[config.mk]
export PLATFORM = sky130hd
export DESIGN_NAME = spi_fb_writer
export DESIGN_NICKNAME = d
export VERILOG_FILES = /design/src/rtl/spi_fb_writer.sv
export SDC_FILE = /design/constraint.sdc
export NUM_CORES = 1
export LEC_CHECK = 0
export CAP_MARGIN = 20
export CORE_AREA = 2 2 74 76
export CTS_BUF_LIST = sky130_fd_sc_hd__clkbuf_4 sky130_fd_sc_hd__clkbuf_8
export CTS_CLUSTER_DIAMETER = 40
export DETAILED_ROUTE_END_ITERATION = 12
export DIE_AREA = 0 0 76 78
export PLACE_DENSITY_LB_ADDON = 0.12
export SYNTH_ARGS = -nofsm -noshare
export SYNTH_HDL_FRONTEND = slang
export SYNTH_SLANG_ARGS = --single-unit
export TNS_END_PERCENT = 5
[constraint.sdc]
create_clock -name clk -period 1.65 [get_ports clk]
set_input_delay 0.2475 -clock clk [delete_from_list [all_inputs] [get_ports clk]]
set_output_delay 0.2475 -clock clk [all_outputs]
set_load 0.02 [all_outputs]
[src/rtl/spi_fb_writer.sv]
// SPI mode-0 slave that turns host write transactions into frame-buffer byte writes.
// Ports: clk, rst_n, spi_sck/spi_cs_n/spi_mosi (async pins), ram_en/ram_we/ram_addr/ram_din, busy, frame_done.
module spi_fb_writer #(
    parameter int          ADDRL     = 14,
    parameter logic [7:0]  CMD_WRITE = 8'h02
) (
    input  logic             clk,
    input  logic             rst_n,
    input  logic             spi_sck,
    input  logic             spi_cs_n,
    input  logic             spi_mosi,
    output logic             ram_en,
    output logic             ram_we,
    output logic [ADDRL-1:0] ram_addr,
    output logic [7:0]       ram_din,
    output logic             busy,
    output logic             frame_done
);

    typedef enum logic [2:0] {
        IDLE,
        CMD,
        ADDR_HI,
        ADDR_LO,
        DATA,
        DISCARD
    } state_t;

    state_t      state;
    logic [1:0]  sck_sync;
    logic [1:0]  cs_sync;
    logic [1:0]  mosi_sync;
    logic        sck_hist;
    logic [7:0]  shreg;
    logic [2:0]  bitcnt;
    logic [15:0] addr;
    logic        wrote;

    logic        sck_s;
    logic        cs_s;
    logic        mosi_s;
    logic        sck_rise;
    logic        byte_done;
    logic [7:0]  byte_next;

    assign sck_s     = sck_sync[1];
    assign cs_s      = cs_sync[1];
    assign mosi_s    = mosi_sync[1];
    // Edges seen while deselected are ignored.
    assign sck_rise  = sck_s & ~sck_hist & ~cs_s;
    assign byte_next = {shreg[6:0], mosi_s};
    assign byte_done = sck_rise && (bitcnt == 3'd7);

    assign busy   = ~cs_s;
    assign ram_en = ram_we;

    // cs chain resets to "deselected" so busy is low during reset.
    always_ff @(posedge clk or negedge rst_n) begin
        if (!rst_n) begin
            sck_sync  <= 2'b00;
            cs_sync   <= 2'b11;
            mosi_sync <= 2'b00;
            sck_hist  <= 1'b0;
        end else begin
            sck_sync  <= {sck_sync[0], spi_sck};
            cs_sync   <= {cs_sync[0], spi_cs_n};
            mosi_sync <= {mosi_sync[0], spi_mosi};
            sck_hist  <= sck_s;
        end
    end

    always_ff @(posedge clk or negedge rst_n) begin
        if (!rst_n) begin
            state      <= IDLE;
            shreg      <= 8'h00;
            bitcnt     <= 3'd0;
            addr       <= 16'h0000;
            wrote      <= 1'b0;
            ram_we     <= 1'b0;
            ram_addr   <= '0;
            ram_din    <= 8'h00;
            frame_done <= 1'b0;
        end else begin
            ram_we     <= 1'b0;
            frame_done <= 1'b0;

            // Post-increment in the cycle after each strobe; only the
            // low ADDRL bits reach the RAM, so wrap is implicit.
            if (ram_we) begin
                addr <= addr + 16'd1;
            end

            if (state != IDLE && state != DISCARD && sck_rise) begin
                shreg  <= byte_next;
                bitcnt <= bitcnt + 3'd1;
            end

            case (state)
                IDLE: begin
                    if (!cs_s) begin
                        state  <= CMD;
                        bitcnt <= 3'd0;
                        addr   <= 16'h0000;
                        wrote  <= 1'b0;
                    end
                end
                default: begin
                    if (cs_s) begin
                        // Deselect abandons any partial byte.
                        state      <= IDLE;
                        bitcnt     <= 3'd0;
                        addr       <= 16'h0000;
                        wrote      <= 1'b0;
                        frame_done <= (state == DATA) && wrote;
                    end else if (byte_done) begin
                        case (state)
                            CMD: begin
                                if (byte_next == CMD_WRITE) begin
                                    state <= ADDR_HI;
                                end else begin
                                    state <= DISCARD;
                                end
                            end
                            ADDR_HI: begin
                                addr[15:8] <= byte_next;
                                state      <= ADDR_LO;
                            end
                            ADDR_LO: begin
                                addr[7:0] <= byte_next;
                                state     <= DATA;
                            end
                            DATA: begin
                                ram_we   <= 1'b1;
                                ram_din  <= byte_next;
                                ram_addr <= addr[ADDRL-1:0];
                                wrote    <= 1'b1;
                            end
                            default: ;
                        endcase
                    end
                end
            endcase
        end
    end

endmodule
==> results.json, run 1 <==
{
  "ys.flop_type": "dfrtp_1",
  "grt_first_pass_wirelength_mm": 9.55,
  "dieArea_sq_um": 5930,
  "setup_violations": 13,
  "fp.dieW_um": 76,
  "fin_crit_ns": 1.92,
  "wl_met1_mm": 2.54,
  "synth_fp_nets": 263,
  "timing.rr.end": "state[0]$_DFFE_PN0P_",
  "core_region_area_sq_um": 5040,
  "clockBufferDepth": 2,
  "gp_congestion": 0.831,
  "dr_wl_met2_mm": 2.66,
  "cp-end-kind": "register",
  "worst_pin_slew_ns": 0.413,
  "clock.fmax_mhz": 521,
  "cts_tree": "yes",
  "ys_ff_latch": 59,
  "avgSynthCellArea_sq_um": 9.90,
  "die_h_um": 78,
  "hold_viol_final": 0,
  "ir_drop_v": 0.000573,
  "drc": 0,
  "crit_path_cell_trace": "or4_4 -> a211oi_4 -> nor4_1 -> a2111oi_1 -> nor2_1",
  "synth_area_leader_cell": "dfrtp_1",
  "fillers": 399,
  "synth_top_area_share_pct": 56.5,
  "post_drt_wl_per_cell_um": 14.0,
  "first_pass_iters": 4,
  "highest_layer": "met4",
  "initial_core_util_pct": 50.0,
  "synth-edff-count": 0,
  "grt_setup_unrepaired": "true",
  "cp-start-kind": "register",
  "clock_sinks": 59,
  "port_buffers": 30,
  "io_pins": 31,
  "synthArstFlopShare_pct": 100,
  "finalCritPeriodShare_pct": 116,
  "reg2regPathDepth": 5,
  "crit_end": "state[0]$_DFFE_PN0P_",
  "hold_class": "primary input to register",
  "route.met3.wl_um": 158,
  "crit_type": "register to register",
  "finClkSkew_ns": 0.0108,
  "antenna_found_initial": 0,
  "cpMaxStageDelayCell": "or4_4",
  "grtUsageTotal_pct": 20.9,
  "arrival_ns": 2.13,
  "setup_ws_ns": -0.270,
  "syn_inst": 255,
  "synth_area_sq_um": 2520,
  "cap_violations": 0,
  "yosys.cell_count.top_type": "nand2_1",
  "overflow": 0,
  "numCtsBuffers": 9,
  "p_leak_nw": 1.63,
  "whs_ns": 0.311,
  "yosys_warnings": 0,
  "nets": 327,
  "htreeDepth": 3,
  "dr.first_iter.drc_count": 121,
  "hold-path-cell-count": 1,
  "finalMaxSlewViolations": 0,
  "finalSetupTns_ns": -0.945,
  "dr_total_vias": 2004,
  "rows": 26,
  "maxSlewHeadroom_pct": 72.3,
  "synth_cell_types": 32,
  "finalPower_mw": 3.14,
  "yosysSeqAreaShare_pct": 58.6,
  "cts_root_buffer": "clkbuf_8",
  "path_max_fanout": 4,
  "vias_per_cell": 5.09,
  "dp_hpwl_mm": 3.82,
  "violations": "negative setup slack",
  "grt_max_degree": 60,
  "crit_start": "shreg[6]$_DFFE_PN0P_",
  "drive_gt1_share_pct": 21.9,
  "grt_pass1_vias": 2021,
  "ant_nets": 0,
  "regToRegSetupSlack_ns": -0.27,
  "power.density_nw_per_um2": 933,
  "cpPeakStageDelay_ns": 0.55,
  "clock_latency_ns": 0.34,
  "worst-endpoint-required_ns": 1.86,
  "clk_pin_slew_worst_paths_ns": 0.06,
  "r2r_start": "shreg[6]$_DFFE_PN0P_",
  "status": "finished, violations left",
  "antenna_cells": 0,
  "area_delta_synth_final_pct": 33.6,
  "synth_area_leaders": "dfrtp_1 57%, nand2_1 13%, o21ai_0 4.0%, mux2_2 3.1%, xor2_1 3.1%",
  "netlist_top_cells_count": "89 x nand2_1, 57 x dfrtp_1, 20 x o21ai_0",
  "finalWirelength_mm": 5.51
}
## placed cells by master (no fill, tap or decap), drive strengths merged
master	instances
mux2	7
a21boi	1
ha	3
or3	2
or4	1
nand2b	1
xnor2	7
dlygate4sd2	2
o21ai	21
nand4	5
dfstp	2
xor2	9
nor4	4
or4b	1
nor2	8
clkdlybuf4s50	26
a2111oi	1
a211oi	1
nand3	3
dlygate4sd3	1
and2	2
nand2	89
and4bb	1
o32ai	1
nor3b	1
buf	34
clkbuf	14
clkdlybuf4s15	1
mux2i	3
clkinv	2
and3	2
dfrtp	57
inv	7
nor3	4
## per-stage QoR
stage               std cells  cell area [sq um]  util (%)  setup slack (ns)
global route              394               3370      66.8            -0.351
global placement          373               3100      61.4            -0.168
detailed placement        373               3100      61.4            -0.265
floorplan                 255               2520         -            -0.141
CTS                       393               3340      66.3            -0.204
finish                    394               3370      66.8            -0.270
## registers in the layout, summed over array words and instances, names as in the netlist
name / cells
sck_hist: 1
sck_sync: 2
ram_din: 8
ram_en: 1
frame_done: 1
wrote: 1
ram_addr: 14
bitcnt: 3
shreg: 7
cs_sync: 2
addr: 14
mosi_sync: 2
state: 3
## layout make-up
class	instances	area, sq um	share of cell area [%]
Clock buffer	14	174	5.16
Clock inverter	2	10.0	0.297
Inverter	7	26.3	0.780
Multi-Input combinational cell	178	1010	30.0
Sequential cell	59	1480	43.9
Tap cell	70	87.6	2.60
Timing Repair Buffer	64	584	17.3
## worst min-delay path by stage
stage                   from                       to  slack, ns
finish              spi_cs_n     cs_sync[0]$_DFF_PN1_       0.31
global route        spi_cs_n     cs_sync[0]$_DFF_PN1_       0.32
detailed placement     rst_n  ram_addr[4]$_DFFE_PN0P_       0.28
floorplan              rst_n        addr[0]$_DFF_PN0_      -0.05
global placement       rst_n  ram_addr[5]$_DFFE_PN0P_       0.28
CTS                 spi_cs_n     cs_sync[0]$_DFF_PN1_       0.30
## cells by family (layout without fill, tap and decap cells)
| kind of cell | count (synthesis) | in the layout | share of synthesized area, % |
|---|---|---|---|
| mux | 10 | 10 | 4.31 |
| compound gates | 25 | 25 | 5.70 |
| flops | 59 | 59 | 58.6 |
| buf+inv | 18 | 87 | 3.07 |
| xor+xnor | 16 | 16 | 5.55 |
| fa+ha+maj | 3 | 3 | 1.49 |
| simple gates | 124 | 124 | 21.3 |
## critical path, delay by kind of cell, from the launching register on
family,cells,cell delay (ns)
flip-flops,1,0.38
AND/OR/NAND/NOR,3,0.70
AO/OA/AOI/OAI,2,0.72
## power by group
part	switching [mW]	internal, mW
registers	0.0342	1.51
logic	0.190	0.210
clock network	0.530	0.673
## timing repair
item,in CTS,in global routing
gates resized for setup,13,5
setup endpoints to repair,19,46
hold buffers,1,0
hold endpoints to repair,57,0
buffers inserted,3,1
pin swaps,3,2
cloned,0,0
## per-layer routing
layer | global-route usage, % | up-vias
met2 | 33.3 | 34
met3 | 3.95 | 12
met1 | 26.4 | 989
met5 | 0 | -
met4 | 13.3 | 0
li1 | - | 969
Note: power is estimated with default switching activity, not from simulation.
==> run 2: changes to the inputs <==
- CAP_MARGIN: 20 -> unset
==> results of run 2 <==
Same layout as run 1: the final DEF is identical, and so are final timing and power.
==> run 3: changes to the inputs <==
- ABC_AREA: unset -> 1
- CORE_AREA: 2 2 74 76 -> 2 2 77 79
- DIE_AREA: 0 0 76 78 -> 0 0 79 81
- clock period: 1.65 -> 2 ns (I/O delays scaled with it)
==> run 3 against run 2 <==
  * The run now ends clean
  * Total power is 13% lower
  * Clock power is 18% lower
  * Hold slack better by 0.038 ns
  * Sequential share of layout area is 0.53 points higher
  * Register-to-register slack better by 0.63 ns
  * Via count is 2.7% higher
  * Sequential power is 13% lower
  * Clock skew is 0.0027 ns lower
  * Synthesized area is 9.0% higher
  * Wire length is 1.1% higher
  * Core utilization is 8.2 points lower
  * Synthesized cell count is 19% higher
  * Highest routed layer unchanged
==> results.json, run 3 <==
{
  "switchingPower_mw": 0.791,
  "post-cts-setup-buffers": 0,
  "dp_hpwl_mm": 4.03,
  "hold_viol_final": 0,
  "maxSlewHeadroom_pct": 79.4,
  "final_util_pct": 58.7,
  "path_max_fanout": 5,
  "crit_buf_inv": 2,
  "cap_violations": 0,
  "power_switching_share_pct": 29.0,
  "htreeDepth": 3,
  "power.density_nw_per_um2": 818,
  "final_cell_mix": "87 x nand2_1, 57 x dfrtp_1, 34 x inv_1",
  "yosysSeqAreaShare_pct": 53.8,
  "finalCritPeriodShare_pct": 91.4,
  "vias_per_cell": 4.87,
  "finalSetupTns_ns": 0,
  "worst-endpoint-required_ns": 1.70,
  "clk_pin_slew_worst_paths_ns": 0.06,
  "status": "finished, final reports clean",
  "finClkSkew_ns": 0.00810,
  "die_h_um": 81,
  "gp_congestion": 0.831,
  "crit_type": "register to primary output",
  "hold_class": "register to register",
  "grtUsageTotal_pct": 19.8,
  "rows": 28,
  "final_common_cell": "nand2_1",
  "clock_sinks": 59,
  "grt_util_met2_pct": 31.1,
  "top_regs": "addr: 14 flops, ram_addr: 14 flops, ram_din: 8 flops",
  "synth_cell_types": 28,
  "port_buffers": 30,
  "initial_core_util_pct": 48.5,
  "synth_top_area_share_pct": 51.8,
  "worst_pin_slew_ns": 0.307,
  "core_region_area_sq_um": 5680,
  "dp_slack_ns": 0.360,
  "syn_inst": 304,
  "finalMaxSlewViolations": 0,
  "crit_path_cell_trace": "inv_2 -> clkdlybuf4s50_1",
  "cpMaxStageDelayCell": "dfstp_2",
  "ys_ff_latch": 59,
  "dr_total_vias": 2059,
  "synthArstFlopShare_pct": 100,
  "antenna_found_initial": 0,
  "drive_gt1_share_pct": 18.4,
  "setup_ws_ns": 0.172,
  "yosys_warnings": 0,
  "overflow": 0,
  "numCtsBuffers": 9,
  "netlist_top_cells_count": "87 x nand2_1, 57 x dfrtp_1, 34 x inv_1",
  "ant_nets": 0,
  "clock_power_share_pct": 36.2,
  "first_pass_iters": 4,
  "dpl_cell_area_sq_um": 3140,
  "final_area_sq_um": 3330,
  "fp.dieW_um": 79,
  "use_met3_pct": 3.78,
  "grt_setup_unrepaired": "false",
  "synth-edff-count": 0,
  "cpPeakStageDelay_ns": 0.59,
  "ir_drop_v": 0.000507,
  "avgSynthCellArea_sq_um": 9.05,
  "finalWirelength_mm": 5.57,
  "cts_tree": "yes",
  "fin_crit_ns": 1.83,
  "dieArea_sq_um": 6400,
  "yosys.cell_count.top_type": "nand2_1",
  "dr.first_iter.drc_count": 151,
  "grt.busiest_layer": "met2",
  "cp-start-kind": "register",
  "grt_max_degree": 60,
  "post_drt_wl_per_cell_um": 13.2,
  "regToRegSetupSlack_ns": 0.36,
  "synth_area_sq_um": 2750,
  "pwr-share-seq_pct": 49.4,
  "setup_violations": 0,
  "fin_cells": 423,
  "grt_pass1_vias": 1965,
  "synth_area_leaders": "dfrtp_1 52%, nand2_1 12%, o21ai_2 6.4%, inv_1 4.6%, o21ai_0 3.6%",
  "nets": 352,
  "cts_root_buffer": "clkbuf_8",
  "fillers": 521,
  "io_pins": 31,
  "combPwrFrac_pct": 14.4,
  "finalPower_mw": 2.72,
  "grtUsageMet1_pct": 26.5,
  "antenna_cells": 0,
  "drc": 0,
  "whs_ns": 0.349,
  "area_delta_synth_final_pct": 21.1,
  "path_delay_family": "buffers and inverters",
  "ys.flop_type": "dfrtp_1",
  "arrival_ns": 1.53,
  "clock_latency_ns": 0.33,
  "intPower_mw": 1.93,
  "synth_area_leader_cell": "dfrtp_1",
  "cp-end-kind": "primary output",
  "place_inst": 407,
  "clockBufferDepth": 2,
  "clock.fmax_mhz": 547,
  "p_leak_nw": 1.60,
  "synth_fp_nets": 312,
  "grt_first_pass_wirelength_mm": 9.45
}
==> run 3: cell count changes in the layout (fill, tap and decap cells not counted), moves of 3 or more <==
cell             delta
mux2_2              -7
nor2_1              +8
clkdlybuf4s50_1     +3
inv_2               +6
o21ai_2            +20
nor4_1              -4
mux2i_1             -3
buf_4              -27
xnor2_1             -7
nand3_1            +10
inv_1              +28
nand2_2             +5
==> run 3: kinds of logic (layout without fill, tap and decap cells) <==
logic type      Yosys count  count (layout)  share of synthesized area (%)
fa+ha+maj                 3               3                           1.36
flops                    59              59                           53.8
compound gates           50              50                           12.0
buf+inv                  48              92                           7.91
xor+xnor                  7               7                           2.23
simple gates            137             137                           22.7
==> run 3: worst paths after layout <==
path | from | depth (start not counted) | to
setup / recovery | cs_sync[1]$_DFF_PN1_ | 2 | busy
hold reg to reg | mosi_sync[0]$_DFF_PN0_ | 0 | mosi_sync[1]$_DFF_PN0_
min in group asynchronous | rst_n | 3 | ram_addr[8]$_DFFE_PN0P_
max in group asynchronous | rst_n | 3 | cs_sync[1]$_DFF_PN1_
hold / removal | mosi_sync[0]$_DFF_PN0_ | 0 | mosi_sync[1]$_DFF_PN0_
setup reg to reg | bitcnt[0]$_DFF_PN0_ | 10 | ram_din[0]$_DFFE_PN0P_
==> run 3: power groups by stage <==
stage	Sequential, mW	Clock (mW)	Combinational (mW)
3_5_place_dp	1.36	0	0.396
5_1_grt	1.35	1.08	0.443
4_1_cts	1.34	1.01	0.399
6_report	1.34	0.986	0.393
3_3_place_gp	1.36	0	0.394
2_1_floorplan	1.34	0	0.273
==> run 3: layout make-up <==
type,instances,area [sq um],share of cell area [%]
clock inverter,2,10.0,0.301
timing repair buffer,35,360,10.8
clock buffer,13,173,5.18
sequential,59,1480,44.4
inverter,42,160,4.81
tap,75,93.8,2.82
multi-input combinational,197,1050,31.7
==> run 3: what timing repair did <==
action | in CTS | in global routing
hold buffers | 1 | 0
resized for setup | 0 | 0
hold endpoints to repair | 57 | 0
==> run 3: per-layer routing <==
layer	part of all wire [%]	wire length (um)
met5	0	0
met4	2.0	113
met3	4.3	237
met2	47	2630
met1	47	2590
